File: config.mk
export PLATFORM = sky130hd
export DESIGN_NAME = ysyx_23060191_wbu
export DESIGN_NICKNAME = d
export VERILOG_FILES = /design/src/rtl/ysyx_23060191_wbu_pkg.sv /design/src/rtl/ysyx_23060191_wbu_loadext.sv /design/src/rtl/ysyx_23060191_wbu.sv
export SDC_FILE = /design/constraint.sdc
export NUM_CORES = 1
export LEC_CHECK = 0
export CORE_MARGIN = 5
export CORE_UTILIZATION = 35
export CTS_BUF_LIST = sky130_fd_sc_hd__clkbuf_8
export DETAILED_ROUTE_END_ITERATION = 10
export HOLD_SLACK_MARGIN = 0.06
export PLACE_DENSITY_LB_ADDON = 0.15
export SLEW_MARGIN = 15
export SYNTH_ARGS = -nofsm -noshare
export SYNTH_HDL_FRONTEND = slang
export SYNTH_SLANG_ARGS = --single-unit
export TNS_END_PERCENT = 10
File: constraint.sdc
create_clock -name clk -period 2.3 [get_ports clk]
set_clock_uncertainty 0.2 [all_clocks]
set_input_delay 0.575 -clock clk [delete_from_list [all_inputs] [get_ports clk]]
set_output_delay 0.575 -clock clk [all_outputs]
set_load 0.05 [all_outputs]
File: src/rtl/ysyx_23060191_wbu_pkg.sv
// Shared write-back definitions: datapath width, result-source and load-type
// encodings, FSM states and the captured request payload.
package ysyx_23060191_wbu_pkg;

  localparam int unsigned CPU_WIDTH = 32;
  localparam int unsigned REG_AW    = 5;

  localparam logic [1:0] WB_ALU = 2'd0;
  localparam logic [1:0] WB_MEM = 2'd1;
  localparam logic [1:0] WB_PC4 = 2'd2;
  localparam logic [1:0] WB_CSR = 2'd3;

  localparam logic [2:0] LD_LB  = 3'b000;
  localparam logic [2:0] LD_LH  = 3'b001;
  localparam logic [2:0] LD_LW  = 3'b010;
  localparam logic [2:0] LD_LBU = 3'b100;
  localparam logic [2:0] LD_LHU = 3'b101;

  typedef enum logic [1:0] {
    S_IDLE     = 2'd0,
    S_WAIT_MEM = 2'd1,
    S_COMMIT   = 2'd2
  } wbu_state_e;

  typedef struct packed {
    logic [CPU_WIDTH-1:0] pc;
    logic                 rd_wen;
    logic [REG_AW-1:0]    rd_addr;
    logic [2:0]           ld_funct3;
    logic [1:0]           addr_lo;
  } wb_req_t;

  // Result selection for every source except memory loads.
  function automatic logic [CPU_WIDTH-1:0] wb_result(
    input logic [1:0]           sel,
    input logic [CPU_WIDTH-1:0] alu,
    input logic [CPU_WIDTH-1:0] pc,
    input logic [CPU_WIDTH-1:0] csr
  );
    case (sel)
      WB_ALU:  return alu;
      WB_PC4:  return pc + CPU_WIDTH'(4);
      WB_CSR:  return csr;
      default: return alu;
    endcase
  endfunction

endpackage

File: src/rtl/ysyx_23060191_wbu_loadext.sv
// Combinational load lane select, sign/zero extension and alignment check.
module ysyx_23060191_LoadExt
  import ysyx_23060191_wbu_pkg::*;
(
  input  logic [2:0]           funct3,
  input  logic [1:0]           addr_lo,
  input  logic [CPU_WIDTH-1:0] rdata,
  output logic [CPU_WIDTH-1:0] data,
  output logic                 misalign
);

  logic [7:0]  byte_v;
  logic [15:0] half_v;

  always_comb begin
    byte_v   = rdata[{addr_lo, 3'b000} +: 8];
    half_v   = rdata[{addr_lo[1], 4'b0000} +: 16];
    data     = rdata;
    misalign = 1'b0;
    case (funct3)
      LD_LB:  data = {{(CPU_WIDTH-8){byte_v[7]}}, byte_v};
      LD_LBU: data = CPU_WIDTH'(byte_v);
      LD_LH: begin
        data     = {{(CPU_WIDTH-16){half_v[15]}}, half_v};
        misalign = addr_lo[0];
      end
      LD_LHU: begin
        data     = CPU_WIDTH'(half_v);
        misalign = addr_lo[0];
      end
      LD_LW: begin
        data     = rdata;
        misalign = (addr_lo != 2'b00);
      end
      // Unrecognised load types are treated as a full word.
      default: begin
        data     = rdata;
        misalign = (addr_lo != 2'b00);
      end
    endcase
  end

endmodule

File: src/rtl/ysyx_23060191_wbu.sv
// Write-back unit: accepts one instruction, optionally waits for load data,
// then drives a single-cycle GPR write and retirement pulse.
module ysyx_23060191_wbu
  import ysyx_23060191_wbu_pkg::*;
(
  input  logic                 clk,
  input  logic                 rst_n,
  input  logic                 in_valid,
  output logic                 in_ready,
  input  logic [CPU_WIDTH-1:0] in_pc,
  input  logic                 in_rd_wen,
  input  logic [REG_AW-1:0]    in_rd_addr,
  input  logic [1:0]           in_wb_sel,
  input  logic [CPU_WIDTH-1:0] in_alu_res,
  input  logic [CPU_WIDTH-1:0] in_csr_rdata,
  input  logic [2:0]           in_ld_funct3,
  input  logic [1:0]           in_addr_lo,
  input  logic                 mem_rvalid,
  input  logic [CPU_WIDTH-1:0] mem_rdata,
  output logic                 wr_en_Rd,
  output logic [REG_AW-1:0]    addr_Rd,
  output logic [CPU_WIDTH-1:0] data_Rd,
  output logic                 commit_valid,
  output logic [CPU_WIDTH-1:0] commit_pc,
  output logic                 ld_misalign
);

  wbu_state_e           state_q, state_d;
  wb_req_t              req_q, req_d;
  logic                 wen_d, commit_d, mis_d;
  logic [REG_AW-1:0]    addr_d;
  logic [CPU_WIDTH-1:0] data_d, pc_d;
  logic [CPU_WIDTH-1:0] ext_data;
  logic                 ext_misalign;

  ysyx_23060191_LoadExt u_loadext (
    .funct3   (req_q.ld_funct3),
    .addr_lo  (req_q.addr_lo),
    .rdata    (mem_rdata),
    .data     (ext_data),
    .misalign (ext_misalign)
  );

  // Next state and next output values; outputs are registered on the edge
  // that enters COMMIT so nothing from in_* reaches a port combinationally.
  always_comb begin
    state_d  = state_q;
    req_d    = req_q;
    wen_d    = 1'b0;
    commit_d = 1'b0;
    mis_d    = 1'b0;
    addr_d   = addr_Rd;
    data_d   = data_Rd;
    pc_d     = commit_pc;
    case (state_q)
      S_IDLE: begin
        if (in_valid && in_ready) begin
          req_d.pc        = in_pc;
          req_d.rd_wen    = in_rd_wen;
          req_d.rd_addr   = in_rd_addr;
          req_d.ld_funct3 = in_ld_funct3;
          req_d.addr_lo   = in_addr_lo;
          if (in_wb_sel == WB_MEM) begin
            state_d = S_WAIT_MEM;
          end else begin
            state_d  = S_COMMIT;
            commit_d = 1'b1;
            pc_d     = in_pc;
            wen_d    = in_rd_wen;
            addr_d   = in_rd_addr;
            data_d   = wb_result(in_wb_sel, in_alu_res, in_pc, in_csr_rdata);
          end
        end
      end
      S_WAIT_MEM: begin
        if (mem_rvalid) begin
          state_d  = S_COMMIT;
          commit_d = 1'b1;
          pc_d     = req_q.pc;
          wen_d    = req_q.rd_wen && !ext_misalign;
          mis_d    = ext_misalign;
          addr_d   = req_q.rd_addr;
          data_d   = ext_data;
        end
      end
      S_COMMIT: state_d = S_IDLE;
      default:  state_d = S_IDLE;
    endcase
  end

  always_ff @(posedge clk or negedge rst_n) begin
    if (!rst_n) begin
      state_q      <= S_IDLE;
      req_q        <= '0;
      in_ready     <= 1'b1;
      wr_en_Rd     <= 1'b0;
      addr_Rd      <= '0;
      data_Rd      <= '0;
      commit_valid <= 1'b0;
      commit_pc    <= '0;
      ld_misalign  <= 1'b0;
    end else begin
      state_q      <= state_d;
      req_q        <= req_d;
      in_ready     <= (state_d == S_IDLE);
      wr_en_Rd     <= wen_d;
      addr_Rd      <= addr_d;
      data_Rd      <= data_d;
      commit_valid <= commit_d;
      commit_pc    <= pc_d;
      ld_misalign  <= mis_d;
    end
  end

endmodule

==> results by group <==
Status
  – Outcome: finished, final reports clean

Synthesis
  – Number of register bits inferred by synthesis: 118
  – Avg Synthesized Cell Area: between 7 and 8 µm²
  – Number of synthesis warnings: 0
  – Portion of synthesized cell area occupied by the leading cell type: 43.5%
  – Cell type with the largest total area after synthesis: sky130_fd_sc_hd__dfrtp_1
  – Largest cells by area after synthesis: sky130_fd_sc_hd__dfrtp_1 44%, sky130_fd_sc_hd__nand2_1 13%, sky130_fd_sc_hd__a31oi_1 5.0%
  – Register area share after synthesis: 43.9%
  – Cells after synthesis: approximately 840
  – Net Count, Synth: a little under 1,000
  – Summed instance area of the synthesized netlist: roughly 6700 µm²
  – Count of flip-flops with a built-in enable after synthesis: 0
  – Yosys cell types: 65
  – Proportion of register bits with asynchronous set or reset after synthesis: 100%
  – Most used flip-flop cell after synthesis: sky130_fd_sc_hd__dfrtp_1

Critical path
  – Critical path required time: approximately 2400 ps
  – Critical path type: in -> reg
  – Worst path cell trace: clkdlybuf4s50_1 > mux4_2 > nand3b_1 > nand2_1 > a221oi_1 > buf_4 > a311oi_1
  – Maximum cell stage delay along the critical path: around 500 ps
  – Worst setup SP type: primary input
  – Category of the worst setup path capture point: flop
  – Worst setup slack for register-to-register paths: 100 ps
  – Max stage delay cell, worst path: sky130_fd_sc_hd__mux4_2
  – Worst path arrival time: approximately 2300 ps
  – Largest fanout on the critical path: 7

GRT
  – Wire length of the first global-routing pass: roughly 41 mm
  – Global Route Usage Sum: 24.0%
  – Number of global-route vias before repair: 7,229
  – Maximum number of pins on one net before global-route repair: 48
  – Initial antenna violation count: 2
  – Global route total overflow: 0

Placement
  – HPWL reported at the end of detailed placement: 20.6 mm
  – Number of port buffers: 217
  – Number of cells in the design after placement: ~1,400
  – Post-placement worst setup slack: -393 ps
  – Routability congestion estimate from global placement: between 0.9 and 1

STA
  – Transition time at the pin with the least slew margin: roughly 600 ps
  – Setup-violating endpoint count in the final report: 0
  – Number of max-slew violations in the final report: 0
  – Final count of hold timing violations: 0
  – Final worst slack: slightly below 70 ps
  – Share of the cycle needed by the critical path after routing: a little over nine tenths
  – Tmin final: approximately 2200 ps
  – Highest achievable clock rate: approximately 450 MHz
  – Worst slew margin: about three fifths

Floorplanning
  – Floorplan die height: around 150 µm
  – Row count: 50
  – Placeable Area: ~19,000 µm²
  – Starting density of the core: 35.7%
  – I/O pin count: ~220
  – Die ar.: 22,100 µm²
  – Die Span X: between 100 and 150 µm

Route
  – Routed Antenna Nets: 0
  – Vias/cell: 5.19
  – Wire length reported by the detailed router: approximately 27 mm
  – First-pass detailed-route iteration total: 5
  – Remaining design rule violation count: 0
  – 1st-iter DRT viols: just over 400
  – Routed wirelength normalized by instance count: 19.0 µm
  – Detailed-route via count: 7,355

Clock network
  – CTS sink count: approximately 120
  – CTS tree: yes
  – Clock tree root driver cell: sky130_fd_sc_hd__clkbuf_8
  – Number of levels the H-tree was split into: 4
  – Skew-Pair Late Insertion Delay: ~450 ps
  – Longest Clk Path Bufs: 2
  – Post-CTS Setup Inserts: 0
  – Total clock buffers created by CTS: 17
  – Clock-pin transition on the worst setup and hold timing paths: ~70 ps

Pwr
  – Power density relative to cell area: between 1000 and 1500 nW/µm²
  – Max VDD drop: 0.851 mV
  – Total leakage power: ~4.7 nW

Cells and area
  – Final antenna diode count: 0
  – Number of fill cells: roughly 1,800
  – Total Nets Final: roughly 1,300
  – Most frequent standard cell in the layout excluding fill and tap cells: sky130_fd_sc_hd__nand2_1
  – Post-route insts no fill: 1,418
  – Relative area change from synthesis to final layout: 55.2%
  – Proportion of layout cells with a drive suffix above 1: 22.2%
  – Commonest non-fill, non-tap cells in the layout: 234 x sky130_fd_sc_hd__nand2_1, 189 x sky130_fd_sc_hd__buf_4, 142 x sky130_fd_sc_hd__clkdlybuf4s50_1

Worst hold path
  – Worst hold-check path type: reg -> reg

Run
  – Number of max-cap violations: 0
[path summary, 6_finish.rpt]
kind | start | to | cells after the start
min reg2reg | req_q[6]$_DFFE_PN0P_ | req_q[6]$_DFFE_PN0P_ | 2
min in group asynchronous | rst_n | commit_pc[26]$_DFFE_PN0P_ | 2
max in group asynchronous | rst_n | in_ready$_DFF_PN1_ | 3
min | req_q[6]$_DFFE_PN0P_ | req_q[6]$_DFFE_PN0P_ | 2
max reg2reg | req_q[0]$_DFFE_PN0P_ | data_Rd[5]$_DFFE_PN0P_ | 5
max | mem_rdata[31] | data_Rd[12]$_DFFE_PN0P_ | 7
[what timing repair did]
| action | CTS | global route |
|---|---|---|
| gates resized for setup | 5 | 5 |
| setup endpoints to repair | 5 | 6 |
| hold buffers | 1 | 0 |
| cloned | 0 | 0 |
| hold endpoints to repair | 19 | 0 |
[synth_stat cells (8+ instances only)]
master                       n
sky130_fd_sc_hd__a21o_1      8
sky130_fd_sc_hd__nand4_1     9
sky130_fd_sc_hd__a221oi_1   10
sky130_fd_sc_hd__o211ai_1    8
sky130_fd_sc_hd__inv_1      13
sky130_fd_sc_hd__nand2_1   234
sky130_fd_sc_hd__xnor2_1     9
sky130_fd_sc_hd__dfrtp_1   117
sky130_fd_sc_hd__and2_1     12
sky130_fd_sc_hd__nor2_1     77
sky130_fd_sc_hd__a31oi_1    54
sky130_fd_sc_hd__clkbuf_1   42
sky130_fd_sc_hd__nor3_1     14
sky130_fd_sc_hd__o21ai_0    29
sky130_fd_sc_hd__buf_2      15
sky130_fd_sc_hd__a211oi_1    9
sky130_fd_sc_hd__o22ai_1    15
sky130_fd_sc_hd__and4_1      9
sky130_fd_sc_hd__a21oi_1    45
[state kept, by name, indices dropped and copies added, names as in the netlist]
register / count
wr_en_Rd: 1
ld_misalign: 1
data_Rd: 32
commit_pc: 32
commit_valid: 1
req_q: 43
in_ready: 1
state_q: 2
addr_Rd: 5
[critical path: cells and delay by family]
kind | cells | cell delay [ps]
mux | 1 | 510
compound gates | 2 | 360
simple gates | 2 | 290
buf+inv | 2 | 590
[logic make-up after synthesis]
| family | share of synthesized area, % |
|---|---|
| flops | 43.9 |
| fa+ha+maj | 0.186 |
| xor+xnor | 1.69 |
| compound gates | 20.8 |
| simple gates | 26.4 |
| buf+inv | 5.58 |
| mux | 1.38 |
[metal layers]
layer | GRT usage [%] | routed length [µm] | vias to the layer above
met5 | 0 | 34 | -
met3 | 7.40 | 2500 | 41
met4 | 6.14 | 474 | 4
met2 | 37.8 | 12200 | 307
met1 | 32.2 | 11700 | 3431
li1 | - | - | 3572
[area by class of cell]
cell class	count	area, µm²	share of cell area (%)
multi-input combinational	639	3450	33.0
clock buffer	19	262	2.50
inverter	15	61.3	0.587
timing repair buffer	354	3220	30.8
sequential	118	2950	28.3
clock inverter	13	169	1.62
tap	260	325	3.12
[power breakdown]
group          switching, mW  total (mW)  internal (mW)
registers              0.614        3.67           3.06
logic                   4.37        6.73           2.36
clock network          0.943        2.08           1.14
[stage by stage]
step	power [mW]	setup TNS (ps)	util [%]	hold WS [ps]	instance area, µm²
floorplan	7.76	0	-	79.4	6730
global route	13.2	-4.58	55.4	294	10400
detailed placement	10.4	-14490	53.1	262	9990
finish	12.5	0	55.4	277	10400
global placement	10.4	-13580	53.1	257	9990
CTS	12.5	0	55.4	280	10400
(Power assumes the default switching activity.)
